**src/rtl/bp_slave_pkg.sv**
```systemverilog
`default_nettype none
// ============================================================================
// Module   : bp_slave_pkg
// Purpose  : Shared types and constants for the back-pressure slave:
//            mode and state encodings, LFSR feedback polynomial and step.
// Revision : 1.0  initial release
// ============================================================================
package bp_slave_pkg;

  // Ready-behaviour modes selected by cfg_mode
  typedef enum logic [1:0] {
    MODE_ALWAYS = 2'd0,
    MODE_FIXED  = 2'd1,
    MODE_RANDOM = 2'd2,
    MODE_HOLD   = 2'd3
  } mode_e;

  // Handshake FSM states
  typedef enum logic [0:0] {
    ST_ACCEPT = 1'b0,
    ST_STALL  = 1'b1
  } state_e;

  // x^8+x^6+x^5+x^4+1 in right-shifting Galois form
  localparam logic [7:0] c_lfsr_poly = 8'hB8;

  // One LFSR step: shift toward bit 0, fold the feedback taps in on a 1 out
  function automatic logic [7:0] lfsr_step(input logic [7:0] v);
    return {1'b0, v[7:1]} ^ (v[0] ? c_lfsr_poly : 8'h00);
  endfunction

endpackage
`default_nettype wire

```
**src/rtl/bp_lfsr.sv**
```systemverilog
`default_nettype none
// ============================================================================
// Module   : bp_lfsr
// Purpose  : 8-bit maximal-length Galois LFSR with reset seed and enable.
// Revision : 1.0  initial release
// ============================================================================
module bp_lfsr
  import bp_slave_pkg::*;
#(
  parameter logic [7:0] SEED = 8'hA5
) (
  input  logic       clk,
  input  logic       rst,
  input  logic       en_i,
  output logic [7:0] lfsr_o
);

  logic [7:0] lfsr_q;

  // Advance the sequence on every enabled edge; restart from the seed on reset
  always_ff @(posedge clk or posedge rst) begin
    if (rst) begin
      lfsr_q <= SEED;
    end else if (en_i) begin
      lfsr_q <= lfsr_step(lfsr_q);
    end
  end

  assign lfsr_o = lfsr_q;

endmodule
`default_nettype wire

```
**src/rtl/bp_slave.sv**
```systemverilog
`default_nettype none
// ============================================================================
// Module   : bp_slave
// Purpose  : Valid/ready sink that counts beats into bursts, sums accepted
//            data, and applies configurable back-pressure between bursts
//            (none, fixed, pseudo-random, or hold-off).
// Revision : 1.0  initial release
// ============================================================================
module bp_slave
  import bp_slave_pkg::*;
#(
  parameter int         DATA_W    = 4,
  parameter int         BURST_LEN = 10,
  parameter int         STALL_MIN = 5,
  parameter int         STALL_MAX = 10,
  parameter logic [7:0] LFSR_SEED = 8'hA5
) (
  input  logic              clk,
  input  logic              rst,
  input  logic              valid,
  input  logic [DATA_W-1:0] data,
  input  logic [1:0]        cfg_mode,
  output logic              ready,
  output logic              burst_done,
  output logic [7:0]        beat_cnt,
  output logic [15:0]       checksum
);

  // Reject parameter sets the datapath cannot represent
  generate
    if (STALL_MIN < 1 || STALL_MAX < STALL_MIN || STALL_MAX > 255 ||
        LFSR_SEED == 8'h00 || DATA_W < 1 || DATA_W > 32 ||
        BURST_LEN < 1 || BURST_LEN > 255) begin : g_bad_params
      $fatal(1, "bp_slave: illegal parameter combination");
    end
  endgenerate

  localparam logic [7:0] c_last  = 8'(BURST_LEN - 1);
  localparam logic [7:0] c_min   = 8'(STALL_MIN);
  localparam logic [8:0] c_range = 9'(STALL_MAX - STALL_MIN + 1);

  mode_e       w_mode;
  state_e      state_q, state_d;
  logic [7:0]  stall_cnt_q, stall_cnt_d;
  logic [7:0]  stall_n_q, stall_n_d;
  logic        hold_q;
  logic [7:0]  beat_q;
  logic [15:0] sum_q;
  logic        done_q;
  logic [7:0]  w_lfsr;
  logic [8:0]  w_mod;
  logic [7:0]  w_n_new;
  logic        w_hs;
  logic        w_last;

  bp_lfsr #(
    .SEED (LFSR_SEED)
  ) u_lfsr (
    .clk    (clk),
    .rst    (rst),
    .en_i   (1'b1),
    .lfsr_o (w_lfsr)
  );

  assign w_mode  = mode_e'(cfg_mode);
  assign w_hs    = valid && (state_q == ST_ACCEPT);
  assign w_last  = w_hs && (beat_q == c_last);
  // Stall length offered at this edge, used only if a stall starts now
  assign w_mod   = {1'b0, w_lfsr} % c_range;
  assign w_n_new = (w_mode == MODE_RANDOM) ? (c_min + 8'(w_mod)) : c_min;

  // FSM state register with the stall length/counter and hold history
  always_ff @(posedge clk or posedge rst) begin
    if (rst) begin
      state_q     <= ST_STALL;
      stall_cnt_q <= 8'd0;
      stall_n_q   <= c_min;
      hold_q      <= 1'b0;
    end else begin
      state_q     <= state_d;
      stall_cnt_q <= stall_cnt_d;
      stall_n_q   <= stall_n_d;
      hold_q      <= (w_mode == MODE_HOLD);
    end
  end

  // Next state: HOLD overrides everything; a stall runs N cycles from its start edge
  always_comb begin
    state_d     = state_q;
    stall_cnt_d = stall_cnt_q;
    stall_n_d   = stall_n_q;
    if (w_mode == MODE_HOLD) begin
      state_d     = ST_STALL;
      stall_cnt_d = 8'd0;
    end else if (state_q == ST_ACCEPT) begin
      if (w_last && (w_mode != MODE_ALWAYS)) begin
        state_d     = ST_STALL;
        stall_cnt_d = 8'd0;
        stall_n_d   = w_n_new;
      end
    end else if (w_mode == MODE_ALWAYS) begin
      state_d = ST_ACCEPT;
    end else if (hold_q) begin
      // First edge after a hold-off starts a fresh stall
      stall_cnt_d = 8'd0;
      stall_n_d   = w_n_new;
    end else if (stall_cnt_q == stall_n_q - 8'd1) begin
      state_d = ST_ACCEPT;
    end else begin
      stall_cnt_d = stall_cnt_q + 8'd1;
    end
  end

  // Beat counting, running checksum and the end-of-burst pulse
  always_ff @(posedge clk or posedge rst) begin
    if (rst) begin
      beat_q <= 8'd0;
      sum_q  <= 16'd0;
      done_q <= 1'b0;
    end else begin
      done_q <= w_last;
      if (w_hs) begin
        sum_q  <= sum_q + 16'(data);
        beat_q <= w_last ? 8'd0 : (beat_q + 8'd1);
      end
    end
  end

  // Outputs are straight from registers
  always_comb begin
    ready      = (state_q == ST_ACCEPT);
    burst_done = done_q;
    beat_cnt   = beat_q;
    checksum   = sum_q;
  end

endmodule
`default_nettype wire

```
**config.mk**
```make
export PLATFORM = sky130hd
export DESIGN_NAME = bp_slave
export DESIGN_NICKNAME = d
export VERILOG_FILES = /design/src/rtl/bp_slave_pkg.sv /design/src/rtl/bp_lfsr.sv /design/src/rtl/bp_slave.sv
export SDC_FILE = /design/constraint.sdc
export NUM_CORES = 1
export LEC_CHECK = 0
export BUFFER_PORTS_ARGS = -buffer_cell sky130_fd_sc_hd__buf_2
export CORE_AREA = 2 2 81 83
export CTS_CLUSTER_DIAMETER = 80
export CTS_CLUSTER_SIZE = 28
export DETAILED_ROUTE_END_ITERATION = 8
export DIE_AREA = 0 0 83 85
export GPL_ROUTABILITY_DRIVEN = 1
export PLACE_DENSITY = 0.76
export SLEW_MARGIN = 10
export SYNTH_ARGS = -nofsm -noshare
export SYNTH_HDL_FRONTEND = slang
export SYNTH_SLANG_ARGS = --single-unit
export TNS_END_PERCENT = 10
```
**constraint.sdc**
```tcl
create_clock -name clk -period 3.6 [get_ports clk]
set_input_delay 0.54 -clock clk [delete_from_list [all_inputs] [get_ports clk]]
set_output_delay 0.54 -clock clk [all_outputs]
set_load 0.05 [all_outputs]
```
==> flow_summary.yaml <==
yosys:
  ys_seq_area_share_pct: 42.4
  ys_ff_latch: 51
  ys_warn_count: 0
  synthCells: 316
  synth_ff_type: "dfrtp_1"
  ys_types: 63
  synthTopCellsByArea: "dfrtp_1 36%, dfstp_2 6.1%, xor2_1 6.1%"
  async_flop_share_pct: 100
  synth_nets: 336
  synthesis.area_um2: 3030
  yosysTopAreaCell: "dfrtp_1"
  synth_top_area_share_pct: 36.3
  synth_edf_count: 0
  avgSynthCellArea_um2: 9.60
drt:
  wl_per_cell_um: 13.9
  vias_per_cell: 5.53
  vias: 2334
  postRouteWirelength_mm: 5.87
  dr.pass1.iters: 4
  drc: 0
  ant_nets: 0
  initialDrtViolationCount: 81
finish:
  multi_input_area_um2: 1620
  area_growth_pct: 10.2
  final_cell_mix: "44 x dfrtp_1, 34 x buf_2, 31 x nand2_1"
  diodes: 0
  drive_gt1_share_pct: 19.1
  regArea_um2: 1280
  fillCellCount: 547
  fin_nets: 364
  stdcell_count: 422
  final_common_cell: "dfrtp_1"
setup_path:
  crit_type: "flop to flop"
  critical_path.most_common_cell: "ha_1"
  r2r-start: "u_lfsr.lfsr_o[2]$_DFF_PP1_"
  crit_family: "compound AO/OA/AOI/OAI gates"
  crit_path_max_incr_delay_ns: 0.77
  cp.arrival_ns: 3.35
  cp.buffers_inverters: 0
  start_kind: "flop"
  critPathSlowestCell: "dfstp_2"
  worstPathCellList: "or3b_1 > a211o_1 > nand4_4 > xor2_1 > ha_1 > o21bai_1 > a31oi_2 > o2bb2ai_1 > ha_1 > nor3_1 > o21ai_1"
  worstPathRequired_ns: 3.80
  critPathLaunch: "u_lfsr.lfsr_o[2]$_DFF_PP1_"
  cp-end-kind: "flop"
  cp_max_fo: 23
floorplan:
  pin_count: 35
  die_h_um: 85
  num_rows: 29
  dieArea_um2: 7060
  start_util_pct: 48.9
  core_um2: 6200
  die_x_um: 83
clocking:
  cts_max_level: 2
  cts_made_buffers: 5
  cts_root_buf: "clkbuf_8"
  cts_buffer_depth: 2
  cts_tree: "built"
  cts_sinks: 51
  postCtsHoldBufs: 0
  worstSkewPairLatency_ns: 0.31
  cts_resized: 0
  post-cts-setup-buffers: 0
  clk_pin_slew_worst_paths_ns: 0.10
global_route:
  antenna_found_initial: 0
  grt_max_degree: 52
  gr-total-overflow: 0
  use_met2_pct: 30.1
  grt_pass1_vias: 2311
  top_usage_layer: "met2"
  track_usage_pct: 17.8
  grt_pass1_wl_mm: 10.5
  use_met3_pct: 3.99
  grt.met1_usage_pct: 22.8
min_path:
  hp-class: "input pin to async pin"
run_status:
  outcome: "finished clean"
power:
  p_leak_uw: 0.00160
  vdd_drop_max_mv: 0.479
  p_per_area_nw_per_um2: 553
place:
  place.detailed.hpwl_mm: 4.24
  routabilityCongestion: 0.810
  dpl.cell_count: 414
  io_buffers: 34
sta:
  worst_slew_margin_rel_pct: 30.4
  totalNegativeSetupSlack_ns: 0
  finalCritPeriodShare_pct: 87.5
  setup_violations: 0
  fmax_ghz: 0.318
  finalHoldViolCount: 0
  finalCriticalPeriod_ns: 3.15
  report.final.slew_viol_count: 0
  rsz0062_at_grt: "false"
  worst_clock_skew_ns: 0.00596
  worst_slew_pin_slew_ns: 1.04
flow_run:
  maxCapViolCount: 0
final timing paths:
| kind | end | slack, ns | depth (start not counted) |
|---|---|---|---|
| worst min register to register | u_lfsr.lfsr_o[7]$_DFF_PP1_ | 0.47 | 0 |
| worst min-delay path | stall_cnt_q[6]$_DFFE_PP0P_ | 0.47 | 2 |
| min in group clk | u_lfsr.lfsr_o[7]$_DFF_PP1_ | 0.47 | 0 |
| worst max-delay path | stall_n_q[4]$_DFFE_PP0P_ | 0.45 | 11 |
| max in group asynchronous | beat_cnt[2]$_DFFE_PP0P_ | 2.48 | 2 |
| worst max register to register | stall_n_q[4]$_DFFE_PP0P_ | 0.45 | 11 |
worst reg2reg max path: stages (launching register included):
cell,delay [ns]
dfstp_2,0.77
or3b_1,0.38
a211o_1,0.29
nand4_4,0.16
xor2_1,0.11
ha_1,0.30
o21bai_1,0.21
a31oi_2,0.19
o2bb2ai_1,0.08
ha_1,0.21
nor3_1,0.23
o21ai_1,0.10
through the flow:
stage	hold slack [ns]	instance area (um^2)	setup slack [ns]	power [uW]	utilization, %
global placement	0.456	3250	0.603	1490	52.3
finish	0.466	3340	0.451	1850	53.9
global route	0.481	3340	0.248	1960	53.9
CTS	0.467	3340	0.461	1870	53.9
floorplan	0.350	3030	0.590	1340	-
detailed placement	0.449	3250	0.475	1510	52.3
cell families (layout without fill, tap and decap cells):
| logic type | Yosys count | count (layout) | synth area share (%) |
|---|---|---|---|
| compound gates | 69 | 69 | 16.1 |
| xor+xnor | 40 | 40 | 11.5 |
| fa+ha+maj | 11 | 11 | 4.78 |
| buf+inv | 32 | 61 | 4.41 |
| flops | 51 | 51 | 42.4 |
| mux | 3 | 3 | 0.990 |
| simple gates | 110 | 110 | 19.8 |
power by group:
group          leakage (uW)  total [uW]  switching, uW  internal (uW)
Clock             0.0000502         352            208            144
Sequential         0.000658         779            111            668
Combinational      0.000890         717            509            208
Total               0.00160        1850            828           1020
final cells by class:
class                   count  area share [%]
inverters                  17            1.91
flip-flops and latches     51            38.4
well taps                  77            2.88
clock inverters             3           0.861
clock buffers               5            2.06
multi-input cells         233            48.3
repair buffers             36            5.54
registers in the layout, summed over array words and instances (netlist names):
register / flops
beat_cnt: 8
u_lfsr.lfsr_o: 8
burst_done: 1
hold_q: 1
checksum: 16
stall_cnt_q: 8
stall_n_q: 8
state_q: 1
cell usage after synthesis (4+ instances only):
library cell / count
dfrtp_1: 44
nand2_1: 31
nor2_1: 24
xor2_1: 21
xnor2_1: 19
o21ai_1: 14
inv_1: 13
nand3_1: 11
ha_1: 10
nand2b_1: 10
a21oi_1: 9
o21ai_0: 8
clkbuf_1: 7
dfstp_2: 7
and3_1: 6
buf_2: 5
nor3_1: 5
a31oi_1: 4
inv_2: 4
metal layers:
| layer | up-vias | routed length, um |
|---|---|---|
| li1 | 1160 | - |
| met1 | 1110 | 2700 |
| met2 | 52 | 2820 |
| met3 | 12 | 251 |
| met4 | 0 | 106 |
| met5 | - | 0 |
No activity file was read; power rests on OpenSTA's default activity.
